`src/rtl/fetch_pkg.sv`:
```
// fetch_pkg: shared constants, FSM state type and window helper for the fetch stage.
//   RESET_PC_DEFAULT - PC after reset and sequential wrap target
//   NOP              - instruction word used for pipeline bubbles
//   fetch_state_t    - RUN (normal fetch) / BUBBLE (one cycle after a redirect)
//   window_end()     - first address past the ROM fetch window
package fetch_pkg;

  localparam logic [31:0] RESET_PC_DEFAULT = 32'h0040_0000;
  localparam logic [31:0] NOP              = 32'h0000_0000;

  typedef enum logic {
    RUN    = 1'b0,
    BUBBLE = 1'b1
  } fetch_state_t;

  // Computed wide; callers truncate to their datapath width (modulo arithmetic).
  function automatic logic [63:0] window_end(input logic [63:0] base, input int unsigned depth);
    return base + (64'(depth) << 2);
  endfunction

endpackage

```
`src/rtl/fetch_unit_if.sv`:
```
// fetch_unit_if: bundles the fetch stage control, ROM and IF/ID signals.
//   master - pipeline/ROM side: drives stall, redirects and ROM data, observes IF/ID
//   slave  - fetch_unit side
interface fetch_unit_if #(
  parameter int unsigned DATA_WIDTH  = 32,
  parameter int unsigned COUNT_WIDTH = 16
);
  import fetch_pkg::*;

  logic                   Stall_i;
  logic                   Branch_Taken_i;
  logic [DATA_WIDTH-1:0]  Branch_Target_i;
  logic                   Jump_i;
  logic [DATA_WIDTH-1:0]  Jump_Target_i;
  logic [DATA_WIDTH-1:0]  Instruction_i;
  logic [DATA_WIDTH-1:0]  Address_o;
  logic [DATA_WIDTH-1:0]  Instruction_o;
  logic [DATA_WIDTH-1:0]  PC_Plus4_o;
  logic                   Valid_o;
  logic                   Addr_Error_o;
  logic [COUNT_WIDTH-1:0] Fetch_Count_o;

  modport master (
    output Stall_i, Branch_Taken_i, Branch_Target_i, Jump_i, Jump_Target_i, Instruction_i,
    input  Address_o, Instruction_o, PC_Plus4_o, Valid_o, Addr_Error_o, Fetch_Count_o
  );

  modport slave (
    input  Stall_i, Branch_Taken_i, Branch_Target_i, Jump_i, Jump_Target_i, Instruction_i,
    output Address_o, Instruction_o, PC_Plus4_o, Valid_o, Addr_Error_o, Fetch_Count_o
  );

endinterface

```
`src/rtl/pc_register.sv`:
```
// pc_register: program counter register with load enable.
//   clk   - rising-edge clock
//   reset - asynchronous active-high, loads RESET_PC
//   load  - capture d on the next edge
//   d     - next PC
//   q     - current PC
module pc_register import fetch_pkg::*; #(
  parameter int unsigned           DATA_WIDTH = 32,
  parameter logic [DATA_WIDTH-1:0] RESET_PC   = DATA_WIDTH'(RESET_PC_DEFAULT)
) (
  input  logic                  clk,
  input  logic                  reset,
  input  logic                  load,
  input  logic [DATA_WIDTH-1:0] d,
  output logic [DATA_WIDTH-1:0] q
);

  always_ff @(posedge clk or posedge reset) begin
    if (reset) begin
      q <= RESET_PC;
    end else if (load) begin
      q <= d;
    end
  end

endmodule

```
`src/rtl/fetch_unit.sv`:
```
// fetch_unit: MIPS instruction-fetch stage with IF/ID pipeline register.
//   clk   - rising-edge clock
//   reset - asynchronous active-high
//   bus   - fetch_unit_if.slave: stall/branch/jump controls, ROM data in, ROM address out,
//           IF/ID instruction, PC+4, valid, sticky address error and fetch counter.
module fetch_unit import fetch_pkg::*; #(
  parameter int unsigned           DATA_WIDTH   = 32,
  parameter int unsigned           MEMORY_DEPTH = 64,
  parameter logic [DATA_WIDTH-1:0] RESET_PC     = DATA_WIDTH'(RESET_PC_DEFAULT),
  parameter int unsigned           COUNT_WIDTH  = 16
) (
  input logic         clk,
  input logic         reset,
  fetch_unit_if.slave bus
);

  localparam logic [DATA_WIDTH-1:0] WinEnd =
      DATA_WIDTH'(window_end(64'(RESET_PC), MEMORY_DEPTH));

  logic [DATA_WIDTH-1:0]  pc_q, pc_d, pc_plus4, target;
  logic                   pc_en, redirect, target_ok, capture;
  logic [DATA_WIDTH-1:0]  instr_q, plus4_q;
  logic                   valid_q, err_q;
  logic [COUNT_WIDTH-1:0] count_q;
  fetch_state_t           state_q, state_d;

  assign pc_plus4 = pc_q + DATA_WIDTH'(4);
  assign redirect = bus.Branch_Taken_i | bus.Jump_i;
  // Branch is the older instruction, so its target is the only one that matters.
  assign target   = bus.Branch_Taken_i ? bus.Branch_Target_i : bus.Jump_Target_i;
  assign target_ok = (target[1:0] == 2'b00) && (target >= RESET_PC) && (target < WinEnd);
  assign capture  = !redirect && !bus.Stall_i;

  always_comb begin
    pc_en = 1'b0;
    pc_d  = pc_q;
    if (redirect) begin
      // An illegal target leaves the PC where it is.
      pc_en = target_ok;
      pc_d  = target;
    end else if (!bus.Stall_i) begin
      pc_en = 1'b1;
      pc_d  = (pc_plus4 == WinEnd) ? RESET_PC : pc_plus4;
    end
  end

  pc_register #(
    .DATA_WIDTH(DATA_WIDTH),
    .RESET_PC  (RESET_PC)
  ) u_pc (
    .clk  (clk),
    .reset(reset),
    .load (pc_en),
    .d    (pc_d),
    .q    (pc_q)
  );

  // BUBBLE marks the cycle where IF/ID holds the squashed slot after a redirect.
  always_comb begin
    state_d = state_q;
    case (state_q)
      RUN:    if (redirect) state_d = BUBBLE;
      BUBBLE: state_d = redirect ? BUBBLE : RUN;
    endcase
  end

  always_ff @(posedge clk or posedge reset) begin
    if (reset) begin
      state_q <= RUN;
      instr_q <= DATA_WIDTH'(NOP);
      plus4_q <= '0;
      valid_q <= 1'b0;
      err_q   <= 1'b0;
      count_q <= '0;
    end else begin
      state_q <= state_d;
      if (redirect && !target_ok) begin
        err_q <= 1'b1;
      end
      if (redirect) begin
        // PC+4 is left untouched on a squash.
        instr_q <= DATA_WIDTH'(NOP);
        valid_q <= 1'b0;
      end else if (capture) begin
        instr_q <= bus.Instruction_i;
        plus4_q <= pc_plus4;
        valid_q <= 1'b1;
        if (count_q != '1) begin
          count_q <= count_q + COUNT_WIDTH'(1);
        end
      end
    end
  end

  assign bus.Address_o     = pc_q;
  assign bus.Instruction_o = instr_q;
  assign bus.PC_Plus4_o    = plus4_q;
  assign bus.Valid_o       = valid_q;
  assign bus.Addr_Error_o  = err_q;
  assign bus.Fetch_Count_o = count_q;

endmodule

```
`src/flat_wrapper.sv`:
```
// flat-port wrapper written by rule: the top's interface ports become plain ports
module fetch_unit_flat import fetch_pkg::*;
#(
  parameter int unsigned           DATA_WIDTH   = 32,
  parameter int unsigned           MEMORY_DEPTH = 64,
  parameter logic [DATA_WIDTH-1:0] RESET_PC     = DATA_WIDTH'(RESET_PC_DEFAULT),
  parameter int unsigned           COUNT_WIDTH  = 16
)
  (clk, reset, bus_Stall_i, bus_Branch_Taken_i, bus_Branch_Target_i, bus_Jump_i, bus_Jump_Target_i, bus_Instruction_i, bus_Address_o, bus_Instruction_o, bus_PC_Plus4_o, bus_Valid_o, bus_Addr_Error_o, bus_Fetch_Count_o);
  fetch_unit_if #(.DATA_WIDTH(DATA_WIDTH), .COUNT_WIDTH(COUNT_WIDTH)) bus_i ();
  input logic clk;
  input logic reset;
  input wire logic [$bits(bus_i.Stall_i)-1:0] bus_Stall_i;
  input wire logic [$bits(bus_i.Branch_Taken_i)-1:0] bus_Branch_Taken_i;
  input wire logic [$bits(bus_i.Branch_Target_i)-1:0] bus_Branch_Target_i;
  input wire logic [$bits(bus_i.Jump_i)-1:0] bus_Jump_i;
  input wire logic [$bits(bus_i.Jump_Target_i)-1:0] bus_Jump_Target_i;
  input wire logic [$bits(bus_i.Instruction_i)-1:0] bus_Instruction_i;
  output wire logic [$bits(bus_i.Address_o)-1:0] bus_Address_o;
  output wire logic [$bits(bus_i.Instruction_o)-1:0] bus_Instruction_o;
  output wire logic [$bits(bus_i.PC_Plus4_o)-1:0] bus_PC_Plus4_o;
  output wire logic [$bits(bus_i.Valid_o)-1:0] bus_Valid_o;
  output wire logic [$bits(bus_i.Addr_Error_o)-1:0] bus_Addr_Error_o;
  output wire logic [$bits(bus_i.Fetch_Count_o)-1:0] bus_Fetch_Count_o;
  assign bus_i.Stall_i = bus_Stall_i;
  assign bus_i.Branch_Taken_i = bus_Branch_Taken_i;
  assign bus_i.Branch_Target_i = bus_Branch_Target_i;
  assign bus_i.Jump_i = bus_Jump_i;
  assign bus_i.Jump_Target_i = bus_Jump_Target_i;
  assign bus_i.Instruction_i = bus_Instruction_i;
  assign bus_Address_o = bus_i.Address_o;
  assign bus_Instruction_o = bus_i.Instruction_o;
  assign bus_PC_Plus4_o = bus_i.PC_Plus4_o;
  assign bus_Valid_o = bus_i.Valid_o;
  assign bus_Addr_Error_o = bus_i.Addr_Error_o;
  assign bus_Fetch_Count_o = bus_i.Fetch_Count_o;
  fetch_unit #(.DATA_WIDTH(DATA_WIDTH), .MEMORY_DEPTH(MEMORY_DEPTH), .RESET_PC(RESET_PC), .COUNT_WIDTH(COUNT_WIDTH)) u_core (.clk(clk), .reset(reset), .bus(bus_i));
endmodule
```
`config.mk`:
```
export PLATFORM = sky130hd
export DESIGN_NAME = fetch_unit_flat
export DESIGN_NICKNAME = d
export VERILOG_FILES = /design/src/rtl/fetch_pkg.sv /design/src/rtl/fetch_unit_if.sv /design/src/rtl/pc_register.sv /design/src/rtl/fetch_unit.sv /design/src/flat_wrapper.sv
export SDC_FILE = /design/constraint.sdc
export NUM_CORES = 1
export LEC_CHECK = 0
export CORE_AREA = 4 4 126 128
export DETAILED_ROUTE_END_ITERATION = 8
export DIE_AREA = 0 0 130 132
export GPL_TIMING_DRIVEN = 0
export PLACE_DENSITY = 0.8
export SYNTH_ARGS = -nofsm -noshare
export SYNTH_HDL_FRONTEND = slang
export SYNTH_HIERARCHICAL = 1
export SYNTH_SLANG_ARGS = --single-unit
export TNS_END_PERCENT = 20
```
`constraint.sdc`:
```
create_clock -name clk -period 3.4 [get_ports clk]
set_input_delay 0.68 -clock clk [delete_from_list [all_inputs] [get_ports clk]]
set_output_delay 0.68 -clock clk [all_outputs]
set_load 0.005 [all_outputs]
```
# After elaboration in Yosys (flattened, before gate mapping)
# Index checks and enable logic that the tools add are counted.
dict set report word_totals {
  regBits 114
  wordCells 37
}
dict set report classes {
  add_sub_neg 2
  order_cmp 2
  eq_ne 3
  mux 10
  bitwise_logic 2
  reduce_logical 12
}
# cell n
set ops {}
lappend ops {{2-to-1 mux 32 bit} 6}
lappend ops {{adder 32 x 3 -> 32 bit, second input constant} 1}
lappend ops {{equality test 32 x 23 -> 1 bit, second input constant} 1}
lappend ops {{>= comparator 32 x 23 -> 1 bit, second input constant} 1}
lappend ops {{less-than comparator 32 x 23 -> 1 bit, second input constant} 1}
lappend ops {{adder 16 x 1 -> 16 bit, second input constant} 1}
lappend ops {{!= test 16 bit, second input constant} 1}
lappend ops {{logical AND 1 bit} 4}
lappend ops {{2-to-1 mux 1 bit} 4}
lappend ops {{AND reduction 2 bit} 2}
lappend ops {{logical NOT 1 bit} 3}
lappend ops {{AND reduction 3 bit} 1}
lappend ops {{logical NOT 2 bit} 1}
lappend ops {{!= test 2 x 1 -> 1 bit, second input constant} 1}
lappend ops {{nonzero test 2 bit} 1}
lappend ops {{NOT 1 bit} 1}
lappend ops {{bitwise OR 1 bit} 1}

# Depth between registers and ports, before layout
# Gate-level depths: netlist of the first run.
dict set report logic_depth {
  word_depth 6
  mapped_depth 10
}

# By module
# The synthesis of the first run kept the hierarchy.
# mod n_inst cells_per_inst area_each_um2
set by_module_without_submodules {}
lappend by_module_without_submodules {fetch_unit 1 650 5497.8}
lappend by_module_without_submodules {pc_register 1 69 1350.0}

# Least setup slack after synthesis of the first run
# No wires, ideal clock.
dict set report synth_timing {
  path_kind {input-to-reg}
  start {input port bus_Branch_Taken_i}
  end {register u_core.u_pc.q[0]}
  setup_ps 125
  t_arrival_ps 2896
  required_ps 3275
  slack_ps 379
  path_stages 9
  n_path_buf 4
  path_cell_list {clkbuf_1 buf_1 mux2_2 nor4_1 o2111ai_1 o21ai_0 buf_6 buf_12 mux2_4}
}
dict set report synth_between {
  elab_chain_cells 6
  elab_cells_between_ends 11
  cone_classes {order compare: 2; eq/ne: 1; mux: 3; bitwise: 1; reduce/logical: 4}
}
# element line
set synth_rtl {}
lappend synth_rtl {{start: declaration} flat_wrapper.sv:14} ;# input wire logic [$bits(bus_i.Branch_Taken_i)-1:0] bus_Branch_Taken_i;
lappend synth_rtl {{2-to-1 mux 32 bit} fetch_unit.sv:30} ;# assign target = bus.Branch_Taken_i ? bus.Branch_Target_i : bus.Jump_Target_i;
lappend synth_rtl {{>= comparator 32 x 23 -> 1 bit / logical NOT 2 bit (equally long branches)} fetch_unit.sv:31} ;# assign target_ok = (target[1:0] == 2'b00) && (target >= RESET_PC) && (target < WinEnd);
lappend synth_rtl {{logical AND 1 bit (2 in a row)} fetch_unit.sv:31}
lappend synth_rtl {{2-to-1 mux 1 bit *} fetch_unit.sv:37} ;# if (redirect) begin
lappend synth_rtl {{net u_core.pc_en} fetch_unit.sv:21} ;# logic pc_en, redirect, target_ok, capture;
lappend synth_rtl {{AND reduction 2 bit (no line) *} n/a}
lappend synth_rtl {{end signal: assignment} pc_register.sv:20} ;# q <= RESET_PC;
lappend synth_rtl {{end signal: assignment} pc_register.sv:22} ;# q <= d;
lappend synth_rtl {{end: declaration} pc_register.sv:15} ;# output logic [DATA_WIDTH-1:0] q
# Mark *: on every way through the listed nets, which the timed path passes. The rest lies on a longest branch.
# A chain may end at the register's enable or synchronous reset.

# Worst setup path after layout of the first run
dict set report layout_timing {
  start {register u_core.u_pc.q[8]}
  end {register u_core.u_pc.q[8]}
}
dict set report layout_between {
  elab_chain_cells 5
}
# element line
set layout_rtl {}
lappend layout_rtl {{adder 32 x 3 -> 32 bit *} fetch_unit.sv:27} ;# assign pc_plus4 = pc_q + DATA_WIDTH'(4);
lappend layout_rtl {{equality test 32 x 23 -> 1 bit} fetch_unit.sv:43} ;# pc_d = (pc_plus4 == WinEnd) ? RESET_PC : pc_plus4;
lappend layout_rtl {{2-to-1 mux 32 bit *} fetch_unit.sv:43}
lappend layout_rtl {{2-to-1 mux 32 bit *} fetch_unit.sv:41} ;# end else if (!bus.Stall_i) begin
lappend layout_rtl {{2-to-1 mux 32 bit *} fetch_unit.sv:37}
lappend layout_rtl {{net u_core.pc_d[8]} fetch_unit.sv:20} ;# logic [DATA_WIDTH-1:0] pc_q, pc_d, pc_plus4, target;
# Mark *: on every way through the listed nets, which the timed path passes. The rest lies on a longest branch. The select of a mux whose other input is x is not followed.

==> reports/summary.txt, run 1 <==
status - complete, no violations
routed wire length - 21800 um
overall power - 5260 uW
die width - 130 um
first-pass GRT wire length - 34000 um
GRT overflow - 0
GRT Util Overall - 0.252
initial antenna violation count - 0
Primary FF master, synth - dfrtp_1
CP Capture Type - register
clk_skew - 6.92 ps
IO Port Bufs - 213
# IOs - 215
Setup Crit Path Kind - register to register
1st-iter DRT viols - 398
DIE AREA - 17200 um^2
Syn Nets - 822
hold crit path type - register to register
clock sink count - 114
Final Slew Violations - 0
RSZ-0062 raised after global routing - false
top-area cell type share of the netlist area - 0.413
top-count cell post-synth - nor2_1
Distinct cells, synth - 56
NumNets Final - 1055
Worst Max-Slew Pin Slew - 757 ps
Worst EP required - 3690 ps
worst skew pair latency - 410 ps
Final Util - 0.661
number of post-CTS setup repair buffers - 0
crit path max fanout - 8
Power Dens Cells - 536 nW/um^2
routed len/inst - 18.9 um
fin cells - 1153
vias in the first global route - 6248
Num CTS Buffers - 17
CP Data Arrival Time - 3510 ps
Post-synth EDFFs - 0
ANT nets after route - 0
# hold bufs at CTS - 0
startpoint types - register
Clock Pin Slew Worst Setup and Hold Paths - 50 ps
Max Root-Sink Buffers - 2
final setup fails - 0
syn_area_per_cell - 9.52 um^2
Cell Area, Synth - 6850 um^2
relative slew slack - 0.494
CTS tree - done
Root Driver - clkbuf_16
MaxCap Viol Count - 0
initial core utilization - 0.461
H-tree depth - 4
Post-route DRC - 0
Tcrit/Tclk final - 0.947
Final Hold Fails - 0
layout cell share with drive strength beyond 1 - 0.125
Initial DRT Pass Iterations - 5
die height - 132 um
yosys warns - 6
GP Congestion - 0.945
placed cell count - 1121
final worst path period need - 3220 ps
P_leak - 0.00406 uW
FF+latch count, synth - 114
core area - 14900 um^2
Achievable Freq - 311 MHz
Mapped Cells - 719
Seq/Total Area, Yosys - 0.417
Synth-to-Final Area Change - 43.4%
top cells by area, synth - dfrtp_1, mux2i_1, mux2_4, nor2_1, xnor2_1
vias per inst - 5.52
largest net degree at the start of global routing - 48
synth cell count leaders - nor2_1, dfrtp_1, a21oi_1, mux2i_1, nand2_1
n_diodes - 0
FFs w/ async S/R, synth - 1.00
peak supply drop - 0.411 mV
Final HPWL DP - 16400 um
num rows - 45
via count - 6363
Synth area leader - dfrtp_1
==> path summary, 6_finish.rpt <==
path / from / to / slack (ps) / cells after the start
max: u_core/u_pc/q[8]$_DFFE_PP0P_ / u_core/u_pc/q[8]$_DFFE_PP0P_ / 180 / 9
min: u_core/bus.Addr_Error_o$_DFFE_PP0P_ / u_core/bus.Addr_Error_o$_DFFE_PP0P_ / 480 / 1
max reg2reg: u_core/u_pc/q[8]$_DFFE_PP0P_ / u_core/u_pc/q[8]$_DFFE_PP0P_ / 180 / 9
min reg2reg: u_core/bus.Addr_Error_o$_DFFE_PP0P_ / u_core/bus.Addr_Error_o$_DFFE_PP0P_ / 480 / 1
max in group asynchronous: reset / u_core/u_pc/q[2]$_DFFE_PP0P_ / 2080 / 2
min in group asynchronous: reset / u_core/bus.Instruction_o[28]$_DFFE_PP0P_ / 700 / 2
==> repair_timing <==
action                                  4_1_cts  5_1_grt
gates resized for setup                       3        5
pin swaps                                     0        1
endpoints found under the setup margin       17        3
==> where the power goes <==
part	switching, uW	internal, uW
Combinational	804	988
Sequential	216	1600
Clock	657	1000
Total	1680	3590
==> registers in the layout, summed over array words and instances (netlist names) <==
| signal | flops |
|---|---|
| u_core/u_pc/q | 32 |
| u_core/bus.Addr_Error_o | 1 |
| u_core/bus.Instruction_o | 32 |
| u_core/bus.PC_Plus4_o | 32 |
| u_core/bus.Fetch_Count_o | 16 |
| u_core/bus.Valid_o | 1 |
==> cells by family after synthesis <==
| family | share of synthesized area |
|---|---|
| buffers and inverters | 0.0512 |
| adders and majority gates | 0.00365 |
| AOI/OAI and AO/OA | 0.0826 |
| and+or+nand+nor | 0.197 |
| xor gates and xnor gates | 0.0870 |
| muxes | 0.162 |
| DFF | 0.417 |
==> layer usage <==
layer	part of all wire	routed length, um	vias to the layer above	track usage
met2	0.48	10400	296	0.408
met1	0.40	8790	3057	0.323
met5	0	0	-	0
met4	0.021	466	0	0.0779
li1	-	-	2973	-
met3	0.096	2080	37	0.0786
==> cell type report <==
class	instances	area, um^2
plain buffers	60	323
clock buffers	19	433
clock inverters	13	114
fillers	1244	5040
inverters	8	32.5
multi-input cells	537	3670
flip-flops and latches	114	2860
well taps	188	235
repair buffers	214	2160
==> critical path, stage by stage (launching register included) <==
cell,delay (ps)
dfrtp_1,390
clkbuf_2,220
nand4_2,240
nor3_4,380
nand2_1,280
mux2i_1,220
or4_4,550
nor4_1,420
o31ai_1,140
mux2_4,270
==> metrics by stage <==
stage	hold slack [ps]	instance area, um^2	TNS [ps]	setup slack, ps
2_1_floorplan	451	6850	0	379
3_3_place_gp	467	9220	-79640	-849
3_5_place_dp	470	9250	-13510	-443
4_1_cts	482	9800	0	41.2
5_1_grt	495	9820	0	28.3
6_report	478	9820	0	181
==> layout by cell type (no fill, tap or decap), types with 14 or more instances in the layout <==
cell	netlist	routed
mux2_4	30	30
xnor2_1	37	37
clkbuf_16	0	17
dfrtp_1	113	112
nor2_1	117	117
a21oi_1	62	62
clkdlybuf4s50_1	0	213
xor2_1	31	31
nor4_1	17	17
nor3_1	15	15
nand3_1	15	15
buf_2	13	14
nand4_1	20	20
clkbuf_1	24	25
nand2_1	41	41
mux2i_1	52	52
o21ai_0	24	24
No activity file was read; power rests on OpenSTA's default activity.
==> run 2: changes to the inputs <==
--- a/config.mk
+++ b/config.mk
@@ -9,6 +9,7 @@
 export DETAILED_ROUTE_END_ITERATION = 8
 export DIE_AREA = 0 0 130 132
 export GPL_TIMING_DRIVEN = 0
+export HOLD_SLACK_MARGIN = 0.08
 export PLACE_DENSITY = 0.8
 export SYNTH_ARGS = -nofsm -noshare
 export SYNTH_HDL_FRONTEND = slang
==> results of run 2 <==
Same layout as run 1: the final DEF is identical, and so are final timing and power.
